## src/rtl/e_pkg.sv

```systemverilog
// Shared defaults and helpers for the round-robin arbiter slice.
package e_pkg;

  localparam int DEF_N = 8;
  localparam int DEF_W = 32;

  typedef logic [$clog2(DEF_N)-1:0] id_t;

  // Advance the priority pointer past the winner. The wrap is explicit so a
  // non-power-of-two requester count never lets the pointer reach N.
  function automatic int unsigned wrap_inc(input int unsigned idx, input int unsigned n);
    return (idx == n - 1) ? 0 : idx + 1;
  endfunction

endpackage

```

## src/rtl/e_pick.sv

```systemverilog
// Find-first-set over N bits, built as a ripple of priority cells.
// Each cell passes "someone below already won" upward and claims the grant
// only if it is valid and nothing below it was.
module e_pick
  import e_pkg::*;
#(
  parameter int N = DEF_N
) (
  input  logic [N-1:0] vld,
  output logic [N-1:0] onehot,
  output logic         any
);

  logic [N:0] prior;

  assign prior[0] = 1'b0;

  for (genvar i = 0; i < N; i++) begin : g_cell
    assign onehot[i]  = vld[i] & ~prior[i];
    assign prior[i+1] = prior[i] | vld[i];
  end

  assign any = prior[N];

endmodule

```

## src/rtl/e_rr_arb.sv

```systemverilog
// Round-robin arbiter: merges N valid/ready producers onto one registered
// output slot with one-cycle latency and full throughput.
module e_rr_arb
  import e_pkg::*;
#(
  parameter int N   = DEF_N,
  parameter int W   = DEF_W,
  parameter int IDW = $clog2(N)
) (
  input  logic           clk,
  input  logic           rst_n,
  input  logic [N-1:0]   req_vld_i,
  input  logic [N*W-1:0] req_dat_i,
  output logic [N-1:0]   req_rdy_o,
  output logic           out_vld_o,
  output logic [W-1:0]   out_dat_o,
  output logic [IDW-1:0] out_id_o,
  input  logic           out_rdy_i
);

  logic [IDW-1:0] ptr;
  logic [N-1:0]   ptr_mask;
  logic [N-1:0]   m_oh;
  logic [N-1:0]   u_oh;
  logic           m_any;
  logic           u_any;
  logic [N-1:0]   win_oh;
  logic [IDW-1:0] win_id;
  logic [W-1:0]   win_dat;
  logic           slot_open;
  logic           xfer;

  // Requesters at or above the pointer get first pick this round.
  always_comb begin
    // NOTE: every always_comb output gets a default first so no path can
    // leave it unassigned and infer a latch.
    ptr_mask = '0;
    for (int i = 0; i < N; i++) begin
      ptr_mask[i] = (i >= int'(ptr));
    end
  end

  e_pick #(.N(N)) u_pick_masked (
    .vld    (req_vld_i & ptr_mask),
    .onehot (m_oh),
    .any    (m_any)
  );

  e_pick #(.N(N)) u_pick_all (
    .vld    (req_vld_i),
    .onehot (u_oh),
    .any    (u_any)
  );

  // Fall back to the unmasked search only when nobody at/above ptr is valid.
  assign win_oh    = m_any ? m_oh : u_oh;
  assign slot_open = ~out_vld_o | out_rdy_i;
  assign req_rdy_o = (rst_n && slot_open && u_any) ? win_oh : '0;
  assign xfer      = |(req_vld_i & req_rdy_o);

  // One-hot to index: OR of indices is exact because at most one bit is set.
  always_comb begin
    win_id = '0;
    for (int i = 0; i < N; i++) begin
      if (win_oh[i]) win_id = win_id | IDW'(i);
    end
  end

  // AND-OR payload mux; the select comes only from valid bits, never data.
  always_comb begin
    win_dat = '0;
    for (int i = 0; i < N; i++) begin
      win_dat = win_dat | (req_dat_i[i*W +: W] & {W{win_oh[i]}});
    end
  end

  // Output slot and priority pointer; reset is sampled on the clock edge.
  always_ff @(posedge clk) begin
    // NOTE: sequential state uses non-blocking assignments only, so every
    // register sees the pre-edge values of the others.
    if (!rst_n) begin
      out_vld_o <= 1'b0;
      out_dat_o <= '0;
      out_id_o  <= '0;
      ptr       <= '0;
    end else if (slot_open) begin
      if (xfer) begin
        out_vld_o <= 1'b1;
        out_dat_o <= win_dat;
        out_id_o  <= win_id;
        ptr       <= IDW'(wrap_inc(32'(win_id), 32'(N)));
      end else begin
        out_vld_o <= 1'b0;
      end
    end
  end

endmodule

```

## config.mk

```make
export PLATFORM = sky130hd
export DESIGN_NAME = e_rr_arb
export DESIGN_NICKNAME = d
export VERILOG_FILES = /design/src/rtl/e_pkg.sv /design/src/rtl/e_pick.sv /design/src/rtl/e_rr_arb.sv
export SDC_FILE = /design/constraint.sdc
export NUM_CORES = 1
export LEC_CHECK = 0
export ABC_AREA = 0
export ABC_CLOCK_PERIOD_IN_PS = 3000
export CORE_AREA = 3 3 119 121
export DETAILED_ROUTE_END_ITERATION = 12
export DIE_AREA = 0 0 122 124
export GPL_ROUTABILITY_DRIVEN = 0
export PLACE_DENSITY = 0.73
export SLEW_MARGIN = 20
export SYNTH_ARGS = -nofsm -noshare
export SYNTH_HDL_FRONTEND = slang
export SYNTH_SLANG_ARGS = --single-unit
```

## constraint.sdc

```tcl
create_clock -name clk -period 3 [get_ports clk]
set_clock_uncertainty 0.1 [all_clocks]
set_input_delay 0.45 -clock clk [delete_from_list [all_inputs] [get_ports clk]]
set_output_delay 0.45 -clock clk [all_outputs]
set_load 0.05 [all_outputs]
```

==> metrics.log, run 1 <==
[metrics] max-cap check violation count: 0
[metrics] Iter 0 DRT Violations: 540
[metrics] detail-routed via count per cell: ~6.1
[metrics] P per Cell Area: 369 nW/um^2
[metrics] pin slew with the least headroom to its limit: ~740 ps
[metrics] Die Y-Extent: around 120 um
[metrics] cell area after technology mapping: approximately 4000 um^2
[metrics] Leakage Power: 0.00290 uW
[metrics] number of global-route vias before repair: around 6500
[metrics] maximum buffer depth of the clock tree: 2
[metrics] post-synth net total: between 700 and 800
[metrics] worst-case hold slack: roughly 380 ps
[metrics] clock input transition at the sequential cells of the worst setup and hold paths: 60 ps
[metrics] final instance area: around 8000 um^2
[metrics] total overflow reported by the global router: 0
[metrics] Final Cycle Share: between 90% and 100%
[metrics] nature of the critical path endpoint: output pin
[metrics] crit path max fanout: 10
[metrics] EDFF count, synth: 0
[metrics] library cells used by synthesis: 65
[metrics] Clk Latency, worst-skew pair: 280 ps
[metrics] Setup WS post-layout: 5.83 ps
[metrics] Starting Density: 30.2%
[metrics] Total GRT Usage: a little under a third
[metrics] wire length of the first global-routing pass: between 30000 and 40000 um
[metrics] kind of start point of the critical path: primary input
[metrics] Inserted Diodes: 0
[metrics] number of pins with negative max-slew slack in the final report: 0
[metrics] data arrival time at the worst-slack endpoint: 2440 ps
[metrics] post-synth top area cell: dfxtp_1
[metrics] HPWL after detailed placement: around 19000 um
[metrics] Slew headroom: 50.6%
[metrics] Placement Setup Slack: -225 ps
[metrics] TritonCTS clock tree: done
[metrics] Max Freq: between 300 and 400 MHz
[metrics] setup TNS: 0 ps
[metrics] number of setup violations in the final report: 0
[metrics] share of the synthesized area in the top cell type: approximately a fifth
[metrics] clock net sink count: 39
[metrics] row cnt: 42
[metrics] number of endpoints with negative hold slack in the final report: 0
[metrics] number of design rule violations left after detail routing: 0
[metrics] share of synthesized area occupied by flip-flops and latches: between 10% and 20%
[metrics] required time at the worst-slack endpoint: between 2000 and 2500 ps
[metrics] number of I/O pins: 311
[metrics] wire length after detailed routing: between 20000 and 25000 um
[metrics] Buffers on Ports: 310
[metrics] die area: roughly 15000 um^2
[metrics] number of buffers created by CTS: 5
[metrics] path type of the worst setup path: in2out
[metrics] Main synth FF type: dfxtp_1
[metrics] Routed Antenna Nets: 0
[metrics] type of the most critical hold path: reg2reg
[metrics] total power after layout: a little under 3000 uW
[metrics] DRT Pass-1 Iters: 8
[metrics] count of synthesis-stage warnings from yosys: 0
[metrics] minimum period implied by the final worst setup slack: 2990 ps
[metrics] post-synthesis sequential element count: 39
[metrics] H-tree depth: 2
[metrics] mean instance size in the synthesized netlist: 7.67 um^2
[metrics] placed cell area: approximately 7800 um^2
[metrics] Core Box Area: 13200 um^2
[metrics] root buffer cell: clkbuf_16
[metrics] worst ir drop on vdd: between 300 and 400 uV
[metrics] async set-reset flop share out of synthesis: 0%
[metrics] RSZ-0062 raised after global routing: no
[metrics] instance count of the mapped netlist: 520
[metrics] overall via count from detail_route: about 6400
[metrics] status: complete, no violations
[metrics] share of final-layout standard cells stronger than drive strength 1: about 15%
[metrics] area growth from synthesis to layout: 101%
[metrics] die width: 122 um
[metrics] maximum number of pins on one net before global-route repair: 35
[metrics] net count of the finished layout: around 1100
[metrics] Avg WL per Cell: 23.5 um
[metrics] cell types with the largest area share after synthesis: dfxtp_1 20%, a22oi_1 9.0%, a221oi_1 6.4%
[metrics] antenna violations before repair: 0
synthesized netlist by cell type, types with 3 or more instances:
library cell / number
a211oi_1: 4
a21boi_0: 3
a21oi_1: 23
a221o_1: 13
a221oi_1: 29
a222oi_1: 17
a22o_1: 14
a22oi_1: 48
a31oi_1: 19
a32o_1: 3
a32oi_1: 11
a41oi_1: 11
and2_1: 7
and4_1: 3
buf_2: 13
buf_4: 4
buf_6: 5
clkbuf_1: 32
dfxtp_1: 39
inv_1: 11
nand2_1: 45
nand2b_1: 7
nand3_1: 16
nor2_1: 12
nor2b_1: 5
nor3_1: 4
nor3b_1: 3
nor4_1: 3
o2111ai_1: 7
o211ai_1: 7
o21ai_0: 48
o2bb2ai_1: 8
o31ai_1: 3
or4_1: 3
per-layer routing:
metal  share of wire (%)  vias to the layer above  global-route usage, %
li1                    -                     2869                      -
met1                  36                     2981                   34.0
met2                  49                      478                   53.9
met3                  11                       84                   8.08
met4                 4.4                        0                   11.8
met5                   0                        -                      0
layout make-up:
class | count | area [um^2]
Clock inverter | 2 | 35.0
Inverter | 11 | 41.3
Tap cell | 176 | 220
Timing Repair Buffer | 394 | 3800
Sequential cell | 39 | 782
Multi-Input combinational cell | 416 | 2990
Clock buffer | 6 | 139
Fill cell | 1142 | 5190
report_power, final:
part	total, uW	switching (uW)	internal, uW
combinational	1660	852	807
sequential	641	58.2	583
clock	653	239	415
critical path, cell delays in order:
cell	delay [ps]
clkdlybuf4s50_1	460
buf_4	170
nor2b_1	150
nor2_1	260
and3_4	230
a41o_1	190
buf_4	210
and2_4	190
buf_12	130
layout by cell type, fill, tap and decap left out, drive strengths merged, types with 7 or more instances in the layout:
cell type / instances
a21oi: 23
a221o: 13
a221oi: 29
a222oi: 17
a22o: 14
a22oi: 48
a31oi: 19
a32oi: 11
a41oi: 11
and2: 9
buf: 93
clkdlybuf4s50: 297
dfxtp: 39
inv: 11
nand2: 46
nand2b: 7
nand3: 17
nor2: 12
o2111ai: 7
o211ai: 7
o21ai: 50
o2bb2ai: 8
logic make-up (layout without fill, tap and decap cells):
| family | after synthesis | after routing | synth area share [%] |
|---|---|---|---|
| compound gates | 286 | 286 | 54.3 |
| fa+ha+maj | 2 | 2 | 0.627 |
| buf+inv | 65 | 413 | 7.84 |
| simple gates | 128 | 128 | 17.6 |
| flops | 39 | 39 | 19.6 |
metrics by stage:
step                      utilization (%)  cells
after floorplan                         -    520
after global placement               58.8   1034
after detailed placement             58.8   1034
after CTS                            60.3   1043
after global routing                 60.7   1044
final                                60.7   1044
sequential cells by signal, summed over array words and instances, names as in the netlist:
name       flops
out_id_o       3
ptr            3
out_vld_o      1
out_dat_o     32
final timing paths:
path	end	slack, ps	depth (start not counted)	from
worst max register to register	ptr[2]	270	8	ptr[0]
worst min-delay path	out_id_o[2]	380	2	out_id_o[2]
worst min register to register	out_id_o[2]	380	2	out_id_o[2]
worst max-delay path	req_rdy_o[2]	6	9	req_vld_i[4]
repair_timing:
item | 4_1_cts | 5_1_grt
hold buffers | 0 | 0
buffers inserted | 1 | 1
hold endpoints to repair | 0 | 0
endpoints found under the setup margin | 8 | 9
resized for setup | 9 | 9
pin swaps | 1 | 0
No activity file was read; power rests on OpenSTA's default activity.
==> run 2: changes to the inputs <==
--- a/config.mk
+++ b/config.mk
@@ -12,6 +12,7 @@
 export DIE_AREA = 0 0 122 124
 export GPL_ROUTABILITY_DRIVEN = 0
 export PLACE_DENSITY = 0.73
+export SKIP_LAST_GASP = 1
 export SLEW_MARGIN = 20
 export SYNTH_ARGS = -nofsm -noshare
 export SYNTH_HDL_FRONTEND = slang
==> results of run 2 <==
No change in the layout: final DEF, timing and power equal those of run 1.
Main changes from that run: number of gates resized after CTS 9 -> 8; via count of the first global-routing pass 6529 -> 6531
